<file path="src/rtl/rat_pkg.sv">
// Shared RAT CPU definitions: datapath widths, PC mux selects and stack op decode.
package rat_pkg;

  localparam int PC_WIDTH    = 10;
  localparam int STACK_DEPTH = 32;

  // Interrupt service routine entry address.
  localparam logic [PC_WIDTH-1:0] PC_INTR_VECTOR = 10'h3FF;

  typedef enum logic [1:0] {
    PC_SEL_IMMED = 2'd0,
    PC_SEL_STACK = 2'd1,
    PC_SEL_INTR  = 2'd2
  } pc_mux_sel_t;

  // Return-stack operation requested by the {push, pop} strobe pair.
  typedef enum logic [1:0] {
    STACK_OP_NONE    = 2'b00,
    STACK_OP_POP     = 2'b01,
    STACK_OP_PUSH    = 2'b10,
    STACK_OP_REPLACE = 2'b11
  } stack_op_t;

  function automatic stack_op_t decode_stack_op(input logic push, input logic pop);
    return stack_op_t'({push, pop});
  endfunction

endpackage

</file>
<file path="src/rtl/stack_ram.sv">
// Return-stack storage: one synchronous write port, one asynchronous read port.
module stack_ram #(
  parameter int DEPTH = 32,
  parameter int WIDTH = 10,
  parameter int AW    = $clog2(DEPTH)
) (
  input  logic             clk,
  input  logic             we,
  input  logic [AW-1:0]    waddr,
  input  logic [WIDTH-1:0] wdata,
  input  logic [AW-1:0]    raddr,
  output logic [WIDTH-1:0] rdata
);

  logic [WIDTH-1:0] mem [DEPTH];

  // Write the addressed entry on a write strobe.
  // NOTE: the array has no reset; entries above SP are never observable, so clearing them would only cost logic.
  always_ff @(posedge clk) begin
    if (we) begin
      mem[waddr] <= wdata;
    end
  end

  assign rdata = mem[raddr];

endmodule

</file>
<file path="src/rtl/return_stack.sv">
// Hardware call/return stack. TOS is held in a register so the PC mux sees a
// clean value the cycle after any operation; the RAM holds everything below it.
module return_stack
  import rat_pkg::*;
#(
  parameter int ADDR_WIDTH = PC_WIDTH,
  parameter int DEPTH      = STACK_DEPTH
) (
  input  logic                     clk,
  input  logic                     rst_n,
  input  logic                     push,
  input  logic                     pop,
  input  logic [ADDR_WIDTH-1:0]    din,
  output logic [ADDR_WIDTH-1:0]    from_stack,
  output logic [$clog2(DEPTH):0]   sp,
  output logic                     empty,
  output logic                     full,
  output logic                     overflow,
  output logic                     underflow
);

  localparam int AW  = $clog2(DEPTH);
  localparam int SPW = AW + 1;
  localparam logic [SPW-1:0] SP_FULL = SPW'(DEPTH);

  stack_op_t             op;
  logic [SPW-1:0]        sp_next;
  logic [ADDR_WIDTH-1:0] tos_next;
  logic                  ovf_set;
  logic                  unf_set;
  logic                  ram_we;
  logic [AW-1:0]         ram_waddr;
  logic [AW-1:0]         ram_raddr;
  logic [ADDR_WIDTH-1:0] ram_rdata;

  assign op    = decode_stack_op(push, pop);
  assign empty = (sp == '0);
  assign full  = (sp == SP_FULL);

  // The entry that becomes TOS after a pop sits two below SP; modulo-DEPTH
  // arithmetic on the low bits also covers SP == DEPTH.
  assign ram_raddr = sp[AW-1:0] - AW'(2);

  stack_ram #(
    .DEPTH (DEPTH),
    .WIDTH (ADDR_WIDTH),
    .AW    (AW)
  ) u_ram (
    .clk   (clk),
    .we    (ram_we),
    .waddr (ram_waddr),
    .wdata (din),
    .raddr (ram_raddr),
    .rdata (ram_rdata)
  );

  // Next-state decode for SP, TOS, RAM write and the sticky error flags.
  // NOTE: every output gets a default first so no path leaves one unassigned and infers a latch.
  always_comb begin
    sp_next   = sp;
    tos_next  = from_stack;
    ovf_set   = 1'b0;
    unf_set   = 1'b0;
    ram_we    = 1'b0;
    ram_waddr = sp[AW-1:0];
    unique case (op)
      STACK_OP_PUSH: begin
        if (full) begin
          ovf_set = 1'b1;
        end else begin
          ram_we   = 1'b1;
          tos_next = din;
          sp_next  = sp + SPW'(1);
        end
      end
      STACK_OP_POP: begin
        if (empty) begin
          unf_set = 1'b1;
        end else if (sp == SPW'(1)) begin
          sp_next  = '0;
          tos_next = '0;
        end else begin
          sp_next  = sp - SPW'(1);
          tos_next = ram_rdata;
        end
      end
      STACK_OP_REPLACE: begin
        ram_we   = 1'b1;
        tos_next = din;
        if (empty) begin
          // Nothing to replace: behave as a plain push but record the bad pop.
          unf_set = 1'b1;
          sp_next = SPW'(1);
        end else begin
          ram_waddr = sp[AW-1:0] - AW'(1);
        end
      end
      default: ;
    endcase
  end

  // State register: SP, TOS and the sticky flags; reset wins over any op.
  // NOTE: non-blocking assignments here so every register samples pre-edge values.
  always_ff @(posedge clk) begin
    if (!rst_n) begin
      sp         <= '0;
      from_stack <= '0;
      overflow   <= 1'b0;
      underflow  <= 1'b0;
    end else begin
      sp         <= sp_next;
      from_stack <= tos_next;
      overflow   <= overflow | ovf_set;
      underflow  <= underflow | unf_set;
    end
  end

endmodule
</file>
<file path="config.mk">
export PLATFORM = sky130hd
export DESIGN_NAME = return_stack
export DESIGN_NICKNAME = d
export VERILOG_FILES = /design/src/rtl/rat_pkg.sv /design/src/rtl/stack_ram.sv /design/src/rtl/return_stack.sv
export SDC_FILE = /design/constraint.sdc
export NUM_CORES = 1
export LEC_CHECK = 0
export CAP_MARGIN = 30
export CORE_ASPECT_RATIO = 1.2
export CORE_UTILIZATION = 58
export CTS_BUF_LIST = sky130_fd_sc_hd__clkbuf_8
export DETAILED_ROUTE_END_ITERATION = 6
export PLACE_DENSITY = 0.78
export SYNTH_ARGS = -nofsm -noshare
export SYNTH_HDL_FRONTEND = slang
export SYNTH_SLANG_ARGS = --single-unit
</file>
<file path="constraint.sdc">
create_clock -name clk -period 3.15 [get_ports clk]
set_input_delay 0.63 -clock clk [delete_from_list [all_inputs] [get_ports clk]]
set_output_delay 0.63 -clock clk [all_outputs]
set_load 0.005 [all_outputs]
</file>
==> reports/results.ini, run 1 <==
[detailed_routing]
dr.first_iter.drc_count=1101
drt_pre_antenna_iters=5
via_count=8096
route.detailed.wl_per_inst_um=26.7
drt_drc_violations_left=0
final_antenna_net_count=0
vias_per_cell=6.44
routed_wl_mm=33.5

[synthesis]
synth.net_count=816
netlist.area_leader.share_pct=69.3
ys_types=62
synth_area_sq_um=13900
synth-warning-count=0
postSynthRegisterBits=338
post-synth-top-area-cell=edfxtp_1
ys_top_cells_by_area=edfxtp_1 (69%), mux4_2 (9.7%), mux2i_1 (2.7%), dfxtp_1 (2.6%), nor3_1 (1.6%)
synth_async_sr_flop_share_pct=0
seq_area_frac_synth_pct=71.9
synth_edf_count=320
netlist_instances=795
syn-mean-instance-area_sq_um=17.5
yosys_most_used_dff=edfxtp_1

[worst_setup_path]
cp_max_fo=7
critical_path.max_stage_delay_ns=0.53
critical_setup_path_kind=register to output pin
timing.critical_path.from_type=register
number_of_buffer_and_inverter_stages_on_the_critical_path=2
worstPathArrival_ns=2.41
cell_chain_critical_path=clkinvlp_4, ha_1, or3b_2, nor3_2, clkdlybuf4s50_1
cpMaxStageDelayCell=clkdlybuf4s50_1
worstPathRequired_ns=2.52
worst_setup_path_end_kind=output pin
critical_path.top_delay_family=buffers and inverters

[floorplanning]
initial_utilization_pct=59.4
pin_count=34
floorplan.die.height_um=171
dieWidth_um=143
placeableCoreArea_sq_um=23400
floorplan.rows=61
die_area_sq_um=24500

[outcome]
outcome=finished, final reports clean

[sta]
rsz0062_at_grt=false
finalClockSkew_ns=0.0138
number_of_pins_exceeding_their_max_slew_limit_in_the_final_report=0
final.hold.worst_slack_ns=0.508
timing.final.crit_share_pct=96.5
max_clock_freq_mhz=329
slew_headroom_pct=32.4
final.min_clock_period_ns=3.04
worst_slew_pin_slew_ns=1.01
hold_viol=0
setup_viol=0

[final_layout]
layout.cells.most_common=edfxtp_1
fillCellCount=1563
ff_latch_area_sq_um=9970
areaGrowthSynthToFinish_pct=14.8
post_route_cells_drive_above_1_share_pct=24.7
layout.cells.most_common_list=edfxtp_1 (320), buf_4 (75), mux4_2 (60), clkbuf_8 (51), nand2_1 (50)
layout.nets=933
area_of_the_multi_input_gates_sq_um=3740
antennaDiodeCount=0
instances_no_fill=1258

[power]
powerDensity_nw_per_um2=649
vdd_drop_max_mv=0.379
cellLeakagePower_nw=5.15

[job]
drv.max_cap_violation_count=0

[clock_tree]
htree_num_levels=2
clkLatencyLatePin_ns=0.59
numClockSinks=338
cts_max_path_buffers=3
cts_tree=built
worst_setup_hold_path_clk_slew_ns=0.06
cts.hold.buffers_added=0
cts_root_buf=clkbuf_8
numCtsBuffers=49

[global_routing]
grt_pass1_wl_mm=50.1
aggregate_global_route_resource_usage_pct=28.9
global_route.overflow_total=0
grt_pass1_vias=8115
antenna_found_initial=0
grt_start_max_net_pins=112

[placed_design]
io_buffers=33
post-dp-hpwl_mm=22.6
dp_cells=1174
final_weighted_congestion_in_routability_driven_placement=0.922

[hold_path]
hold_path_class=register to register

## metal layers
| layer | global-route usage (%) | part of all wire [%] | vias up |
|---|---|---|---|
| met2 | 46.9 | 49 | 416 |
| met4 | 12.5 | 3.4 | 0 |
| li1 | - | - | 3484 |
| met3 | 6.12 | 8.5 | 61 |
| met5 | 0 | 0 | - |
| met1 | 38.0 | 39 | 4135 |
## sequential cells by signal, indices dropped and copies added (netlist names)
signal	count
underflow	1
overflow	1
from_stack	10
u_ram.mem	320
sp	6
## synthesized netlist by cell type, types with 5 or more instances
cell / number
a211o_1: 5
a211oi_1: 6
a21o_1: 5
a21oi_1: 22
a221oi_1: 13
a22oi_1: 7
a31oi_1: 12
buf_2: 12
buf_6: 5
clkbuf_1: 20
dfxtp_1: 18
edfxtp_1: 320
ha_1: 7
inv_1: 11
mux2_2: 6
mux2i_1: 37
mux4_2: 60
nand2_1: 50
nand2b_1: 5
nor2_1: 17
nor2b_1: 8
nor3_1: 45
o21a_1: 5
o21ai_0: 20
o21ai_1: 5
o21bai_1: 5
o22ai_1: 7
## worst reg2reg max path: cells and delay by family, from the launching register on
kind                       cells  cell delay (ns)
adders and majority gates      1             0.20
and+or+nand+nor                2             0.53
DFF                            1             0.36
AOI/OAI and AO/OA              3             1.19
buffers and inverters          2             0.37
## kinds of logic after synthesis
| family | after synthesis | share of synthesized area [%] |
|---|---|---|
| xor gates and xnor gates | 5 | 0.316 |
| DFF | 338 | 71.9 |
| muxes | 103 | 12.9 |
| and+or+nand+nor | 141 | 4.81 |
| buffers and inverters | 56 | 2.08 |
| AOI/OAI and AO/OA | 145 | 7.40 |
| adders and majority gates | 7 | 0.631 |
## where the power goes
group	switching [mW]	total [mW]	internal, mW
Clock	1.55	3.04	1.49
Combinational	1.29	2.17	0.877
Sequential	0.0719	5.14	5.06
Total	2.92	10.3	7.43
## metrics by stage
stage               power, mW  instance area, sq um  util [%]  worst slack [ns]  TNS [ns]
floorplan                6.59                 14000         -            -0.263    -50.80
global placement         7.30                 15000      64.4            0.0804         0
detailed placement       7.36                 15100      64.5            0.0701         0
CTS                      10.4                 15900      68.1            0.0550         0
global route             10.7                 15900      68.2            0.0101         0
finish                   10.3                 15900      68.2             0.109         0
## area by class of cell
cell class	count	share of cell area, %
Tap cell	315	2.47
Clock inverter	31	0.856
Clock buffer	51	4.41
Sequential cell	338	62.6
Inverter	11	0.298
Timing Repair Buffer	111	5.87
Multi-Input combinational cell	401	23.5
## worst paths after layout
check / from / to / cells after the start / slack [ns]
hold / removal: underflow$_SDFF_PN0_ / underflow$_SDFF_PN0_ / 2 / 0.51
hold reg to reg: underflow$_SDFF_PN0_ / underflow$_SDFF_PN0_ / 2 / 0.51
setup / recovery: sp[0]$_SDFFE_PN0P_ / empty / 5 / 0.11
setup reg to reg: sp[0]$_SDFFE_PN0P_ / u_ram.mem[30][5]$_DFFE_PP_ / 8 / 0.27
## timing repair
item	4_1_cts	5_1_grt
gates resized for setup	3	1
endpoints found under the setup margin	1	1
buffers inserted	0	2
hold endpoints to repair	0	0
Note: power is estimated with default switching activity, not from simulation.
==> inputs of run 2 (changes only) <==
Settings changed: CELL_PAD_IN_SITES_DETAIL_PLACEMENT from default to 1, CELL_PAD_IN_SITES_GLOBAL_PLACEMENT from default to 1, CORE_UTILIZATION 58 to 50, PLACE_DENSITY 0.78 to default, PLACE_DENSITY_LB_ADDON from default to 0.1, SLEW_MARGIN from default to 20.
==> run 2 against run 1 <==
Maximum frequency grew 0.29%; register-to-register slack lost 0.07 ns; global-route usage shrank 1.3 points; largest power group unchanged; routed wire length grew 12%; cell area grew 1.6%; power grew 5.8%; non-clock buffer count grew 5; setup slack gained 0.0088 ns; combinational power grew 6%; critical path depth grew 2; first-iteration DRC count shrank 41%.
==> reports/results.ini, run 2 (synthesis gave the netlist of run 1 again) <==
[hold_path]
hp-start=overflow$_SDFF_PN0_  ; was underflow$_SDFF_PN0_
holdPathEnd=overflow$_SDFF_PN0_  ; was underflow$_SDFF_PN0_
hold_path_class=register to register  ; unchanged
worstHoldPathCells=2  ; unchanged

[detailed_routing]
met3WireLength_mm=2.20  ; was 2.85 mm
via_count=8110  ; was 8096
vias_per_cell=6.24  ; was 6.44
final_antenna_net_count=0  ; unchanged
route.detailed.wl_per_inst_um=28.8  ; was 26.7 um
drt_drc_violations_left=0  ; unchanged
drt_pre_antenna_iters=5  ; unchanged
routed-wl-met2_mm=18.0  ; was 16.5 mm
m1WireLength_mm=15.8  ; was 13.0 mm
routed_wl_mm=37.4  ; was 33.5 mm
route.top_layer_used=met4  ; unchanged
dr.first_iter.drc_count=651  ; was 1101

[clock_tree]
numClockSinks=338  ; unchanged
cts.hold.buffers_added=0  ; unchanged
cts_max_path_buffers=3  ; unchanged
cts_root_buf=clkbuf_8  ; unchanged
worst_setup_hold_path_clk_slew_ns=0.06  ; about the same
cts_tree=built  ; unchanged
clkLatencyLatePin_ns=0.59  ; about the same
htree_num_levels=2  ; unchanged
numCtsBuffers=53  ; was 49

[final_layout]
finish.instance_area_sq_um=16200  ; was 15900 sq um
antennaDiodeCount=0  ; unchanged
ff_latch_area_sq_um=9970  ; unchanged
layout.cells.most_common=edfxtp_1  ; unchanged
area_of_the_multi_input_gates_sq_um=3740  ; unchanged
layout.cells.most_common_list=edfxtp_1 (320), buf_4 (79), mux4_2 (60), clkbuf_8 (55), nand2_1 (50)  ; was edfxtp_1 (320), buf_4 (75), mux4_2 (60), clkbuf_8 (51), nand2_1 (50)
reg_top3=u_ram.mem x320, from_stack x10, sp x6  ; unchanged
fillCellCount=2432  ; was 1563
areaGrowthSynthToFinish_pct=16.6  ; was 14.8%
max_flop_register=u_ram.mem  ; unchanged
post_route_cells_drive_above_1_share_pct=26.1  ; was 24.7%
largest_reg_flops=320  ; unchanged
layout.nets=942  ; was 933

[worst_setup_path]
critical_setup_path_kind=register to output pin  ; unchanged
worstPathRequired_ns=2.52  ; about the same
crit-reg2reg-launch=sp[0]$_SDFFE_PN0P_  ; unchanged
r2r_cells=8  ; unchanged
worst_setup_path_end_kind=output pin  ; unchanged
worstPathArrival_ns=2.40  ; was 2.41 ns
cell_chain_critical_path=clkinvlp_4, ha_1, nor3b_2, buf_4, nand2_1, inv_1, clkdlybuf4s50_1  ; was clkinvlp_4, ha_1, or3b_2, nor3_2, clkdlybuf4s50_1
timing.critical_path.from_type=register  ; unchanged
cpMaxStageDelayCell=clkdlybuf4s50_1  ; unchanged
setup.reg_to_reg.worst_slack_ns=0.20  ; was 0.27 ns
r2r_end=u_ram.mem[29][5]$_DFFE_PP_  ; was u_ram.mem[30][5]$_DFFE_PP_
cp_max_fo=7  ; unchanged
critical_path.max_stage_delay_ns=0.54  ; was 0.53 ns

[placed_design]
final_weighted_congestion_in_routability_driven_placement=0.894  ; was 0.922
post-place-ws_ns=0.0499  ; was 0.0701 ns
postPlaceCellArea_sq_um=15200  ; was 15100 sq um
post-dp-hpwl_mm=25.7  ; was 22.6 mm
io_buffers=33  ; unchanged

[sta]
max_clock_freq_mhz=330  ; was 329 MHz
final.min_clock_period_ns=3.03  ; was 3.04 ns
worst_slew_pin_slew_ns=0.794  ; was 1.01 ns
setup_slack_ns=0.118  ; was 0.109 ns
setup_viol=0  ; unchanged
finalClockSkew_ns=0.0300  ; was 0.0138 ns
timing.final.crit_share_pct=96.3  ; was 96.5%
hold_viol=0  ; unchanged
final.hold.worst_slack_ns=0.508  ; about the same
slew_headroom_pct=46.9  ; was 32.4%
number_of_pins_exceeding_their_max_slew_limit_in_the_final_report=0  ; unchanged
rsz0062_at_grt=false  ; unchanged

[floorplanning]
dieWidth_um=154  ; was 143 um
die_area_sq_um=28400  ; was 24500 sq um
floorplan.rows=66  ; was 61
placeableCoreArea_sq_um=27200  ; was 23400 sq um
pin_count=34  ; unchanged
initial_utilization_pct=51.1  ; was 59.4%
floorplan.die.height_um=184  ; was 171 um

[global_routing]
global_route.overflow_total=0  ; unchanged
aggregate_global_route_resource_usage_pct=27.6  ; was 28.9%
grt_pass1_wl_mm=55.8  ; was 50.1 mm
grt_start_max_net_pins=59  ; was 112
antenna_found_initial=0  ; unchanged
grt_pass1_vias=8489  ; was 8115

[power]
pwr-share-comb_pct=20.9  ; was 21.0%
power_frac_seq_pct=46.9  ; was 49.6%
power.switching_mw=3.12  ; was 2.92 mW
switching_fraction_of_total_power_pct=28.5  ; was 28.2%
cellLeakagePower_nw=5.27  ; was 5.15 nW
powerDensity_nw_per_um2=676  ; was 649 nW/um^2
vdd_drop_max_mv=0.387  ; was 0.379 mV
design_power_total_mw=10.9  ; was 10.3 mW
internal_power_mw=7.82  ; was 7.43 mW
clock_power_share_pct=32.2  ; was 29.4%

[job]
drv.max_cap_violation_count=0  ; unchanged

[outcome]
outcome=finished, final reports clean  ; unchanged

-- run 2: cell types whose count changed in the layout (fill, tap and decap cells not counted), sizes merged --
cell / change
clkinv: +7
buf: +5
clkbuf: +4
bufinv: +3
inv: -2
clkdlybuf4s50: -1
dlygate4sd2: +1
-- run 2: stage by stage --
| stage | utilization (%) | TNS [ns] | instances |
|---|---|---|---|
| global route | 59.6 | 0 | 1300 |
| CTS | 59.5 | 0 | 1299 |
| floorplan | - | -50.80 | 795 |
| global placement | 55.8 | 0 | 1205 |
| finish | 59.6 | 0 | 1300 |
| detailed placement | 55.8 | 0 | 1205 |
-- run 2: critical path, delay by kind of cell, from the launching register on --
kind,cells,cell delay [ns]
adders and majority gates,1,0.17
and+or+nand+nor,2,0.31
DFF,1,0.37
buffers and inverters,4,0.97
-- run 2: per-layer routing --
layer	vias up	track usage, %
met4	0	11.2
met1	4211	37.3
met5	-	0
met3	80	5.29
met2	311	44.2
li1	3508	-
-- run 2: how the worst max path moves through the flow --
| stage | start | endpoint | slack [ns] | depth (start not counted) |
|---|---|---|---|---|
| 2_1_floorplan | sp[1]$_SDFFE_PN0P_ | u_ram.mem[12][0]$_DFFE_PP_ | -0.26 | 9 |
| 3_3_place_gp | push | u_ram.mem[19][5]$_DFFE_PP_ | 0.16 | 8 |
| 3_5_place_dp | push | u_ram.mem[29][3]$_DFFE_PP_ | 0.05 | 7 |
| 4_1_cts | sp[0]$_SDFFE_PN0P_ | full | 0.09 | 7 |
| 5_1_grt | sp[1]$_SDFFE_PN0P_ | full | 0.03 | 7 |
| 6_report | sp[0]$_SDFFE_PN0P_ | full | 0.12 | 7 |
-- run 2: cell type report --
cell class	instances	share of cell area, %
tap	340	2.63
clock inverter	39	1.49
multi-input combinational	401	23.1
clock buffer	55	4.68
timing repair buffer	116	6.16
sequential	338	61.6
inverter	11	0.278
-- run 2: power by group through the flow --
stage          combinational [mW]  sequential [mW]  clock, mW
4_1_cts                      2.29             5.13       3.61
6_report                     2.29             5.13       3.52
3_5_place_dp                 2.28             5.22          0
3_3_place_gp                 2.22             5.21          0
2_1_floorplan                1.40             5.20          0
5_1_grt                      2.44             5.13       3.77
-- run 2: timing repair --
item                       4_1_cts  5_1_grt
buffers inserted                 0        0
gates resized for setup          4        0
setup endpoints to repair        2        0
==> variant 1: new RTL, settings of run 2 <==
The package constant `STACK_DEPTH` goes from 32 to 64.
--- a/src/rtl/rat_pkg.sv
+++ b/src/rtl/rat_pkg.sv
@@ -3,5 +3,5 @@
 
   localparam int PC_WIDTH    = 10;
-  localparam int STACK_DEPTH = 32;
+  localparam int STACK_DEPTH = 64;
 
   // Interrupt service routine entry address.
Interface: changed (resized sp); port bits go from 34 to 35. The function was not compared with the original's and may differ.
==> variant 1 against run 2 <==
Worst setup slack better by 0.0021 ns; sequential cell count is 321 higher; total power is 94% higher; routed wire length is 85% higher; largest power group unchanged; design area is 89% higher; die area is 90% higher; largest cell class unchanged; final cell count is 85% higher; critical path type unchanged; highest routed layer unchanged; count of clock-buffer cells in the layout is 50 higher; area after synthesis is 92% higher; critical path depth is 1 lower.
==> variant 1: results <==
set metrics [dict create \
    dr_wl_met2_mm 34.7 \
    wl_met1_mm 29.0 \
    grt_use_met1 0.356 \
    synth_xor_area_frac 0.00296 \
    synth-compound-area-share 0.0464 \
    yosys.area_share.adder 0.00329 \
    nClkBuffers 105 \
    synthMuxAreaShare 0.149 \
    dp_hpwl_mm 45.1 \
    n_fill_cell 4738 \
    place_congestion 0.912 \
    yosysUniqueCellTypes 70 \
    avgViaCountPerCell 5.94 \
    grt.met3_usage 0.0385 \
    dp_cells 2205 \
    outcome "finished, final reports clean" \
    grt_max_degree 85 \
    ir_drop_mv 0.464 \
    met3_length_mm 3.46 \
    clock_skew_ns 0.0399 \
    cts_buffers 101 \
    synth_edf_count 640 \
    synth.area.top_cells "edfxtp_1 72%, mux4_2 13%, mux2i_1 2.2%, nor2_1 1.6%, dfxtp_1 1.4%" \
    yosysSeqAreaShare 0.737 \
    synth_top_cells_by_count "640 x edfxtp_1, 148 x mux4_2, 113 x nor2_1" \
    antenna_cells 2 \
    clock_latency_ns 0.70 \
    top_regs "u_ram.mem: 640 flops, from_stack: 10 flops, sp: 7 flops" \
    grt_pass1_wl_mm 100 \
    buffer_area_frac 0.0563 \
    place_area_um2 28600 \
    area_growth_syn_to_layout_pct 15.0 \
    n_all_inverters 13 \
]
==> variant 1: cell count changes in the layout (fill, tap and decap cells not counted), moves of 14 or more <==
cell / before / now
nor3_1: 27 / 3
edfxtp_1: 320 / 640
nor3_2: 15 / 1
nor2_1: 17 / 105
clkinv_1: 15 / 29
clkbuf_8: 55 / 105
nand2_1: 50 / 72
mux2i_1: 37 / 59
nand3_1: 3 / 18
buf_4: 79 / 147
inv_1: 19 / 39
mux4_2: 60 / 148
a32oi_1: 3 / 17
==> variant 1: worst paths after layout <==
check,from,end,slack [ns],cells past startpoint
setup / recovery,sp[0]$_SDFFE_PN0P_,full,0.12,6
setup reg to reg,sp[2]$_SDFFE_PN0P_,u_ram.mem[63][8]$_DFFE_PP_,0.16,9
hold / removal,din[9],u_ram.mem[30][9]$_DFFE_PP_,0.36,1
hold reg to reg,overflow$_SDFF_PN0_,overflow$_SDFF_PN0_,0.47,2
==> variant 2: new RTL, config.mk and constraints of run 2 <==
Made on the original files. Make the reset (`rst_n`) asynchronous in one clocked block.
--- a/src/rtl/return_stack.sv
+++ b/src/rtl/return_stack.sv
@@ -102,5 +102,5 @@
   // State register: SP, TOS and the sticky flags; reset wins over any op.
   // NOTE: non-blocking assignments here so every register samples pre-edge values.
-  always_ff @(posedge clk) begin
+  always_ff @(posedge clk or negedge rst_n) begin
     if (!rst_n) begin
       sp         <= '0;
Behaviour: differs if rst_n is asserted again (counterexample within 4 cycles, from zero or initial values and one cycle with rst_n low); with rst_n held inactive, the same outputs for 4 cycles.
==> variant 2 against run 2 <==
Utilization increased by 0.085 points; routed wire length fell by 5.0%; sequential cell count stayed put; design area is 0.16% lower; count of clock-buffer cells in the layout increased by 1; die area is 0.64% lower; synthesized cell count down 3.0%; non-clock buffer count increased by 8; area after synthesis fell by 0.65%; critical path type unchanged; worst setup slack worse by 0.022 ns.
Power is not compared: it rests on default switching activity, and its combinational part moved more than twofold at a synthesized area within 25%.
==> variant 2: results <==
set metrics [dict create \
    outcome "finished, final reports clean" \
    worst_pin_slew_ns 0.942 \
    synth-compound-area-share 0.0655 \
    yosysSeqAreaShare 0.730 \
    drt_wl_total_mm 35.6 \
    dr_wl_met2_mm 18.6 \
    fin_area_um2 16200 \
    yosys.area_share.adder 0.00635 \
    dp_cells 1187 \
    syn-num-nets 792 \
    place_area_um2 15100 \
    synth_top_cells_by_count "320 x edfxtp_1, 73 x nand2_1, 62 x mux4_2" \
    synth.area.top_cells "edfxtp_1 70%, mux4_2 10%, dfrtp_1 3.3%, mux2i_1 2.3%, nand2_1 2.0%" \
    worstPathMaxFanout 4 \
    grt_usage 0.262 \
    hold_path_class "in -> async" \
    first_pass_iters 4 \
    yosysUniqueCellTypes 60 \
    grt_use_met1 0.329 \
    cts_resized 7 \
    post_cts_buffers 2 \
    synthArstFlopShare 0.0533 \
    slowest_stage "dfrtp_4" \
    place_congestion 0.888 \
    synthCells 771 \
    drt_iter0_markers 574 \
    n_fill_cell 2420 \
    synthMuxAreaShare 0.125 \
    grt_pass1_wl_mm 52.6 \
    nets 928 \
    first_global_vias 8294 \
    wl_per_cell_um 27.6 \
    gr-usage-met2 0.457 \
    wl_met1_mm 14.2 \
    grt_max_degree 101 \
]
variant 2: final cells by class:
type	instances	area share
clock buffers	56	0.0477
clock inverters	41	0.0120
inverters	6	0.00139
multi-input cells	384	0.221
flip-flops and latches	338	0.623
well taps	340	0.0263
repair buffers	124	0.0686
variant 2: where the power goes:
group / internal [uW] / switching, uW
combinational: 2440 / 3330
sequential: 5340 / 217
clock: 1720 / 1670
variant 2: worst paths after layout:
path                                              to  cells after the start  slack (ns)          startpoint
min in group clk                  overflow$_DFF_PN0_                      1        0.46  overflow$_DFF_PN0_
max in group asynchronous          sp[0]$_DFFE_PN0P_                      2        2.40               rst_n
setup reg to reg           u_ram.mem[5][2]$_DFFE_PP_                      7        0.14   sp[0]$_DFFE_PN0P_
hold / removal                    overflow$_DFF_PN0_                      1        0.31               rst_n
hold reg to reg                   overflow$_DFF_PN0_                      1        0.46  overflow$_DFF_PN0_
setup / recovery                               empty                      7         0.1   sp[0]$_DFFE_PN0P_
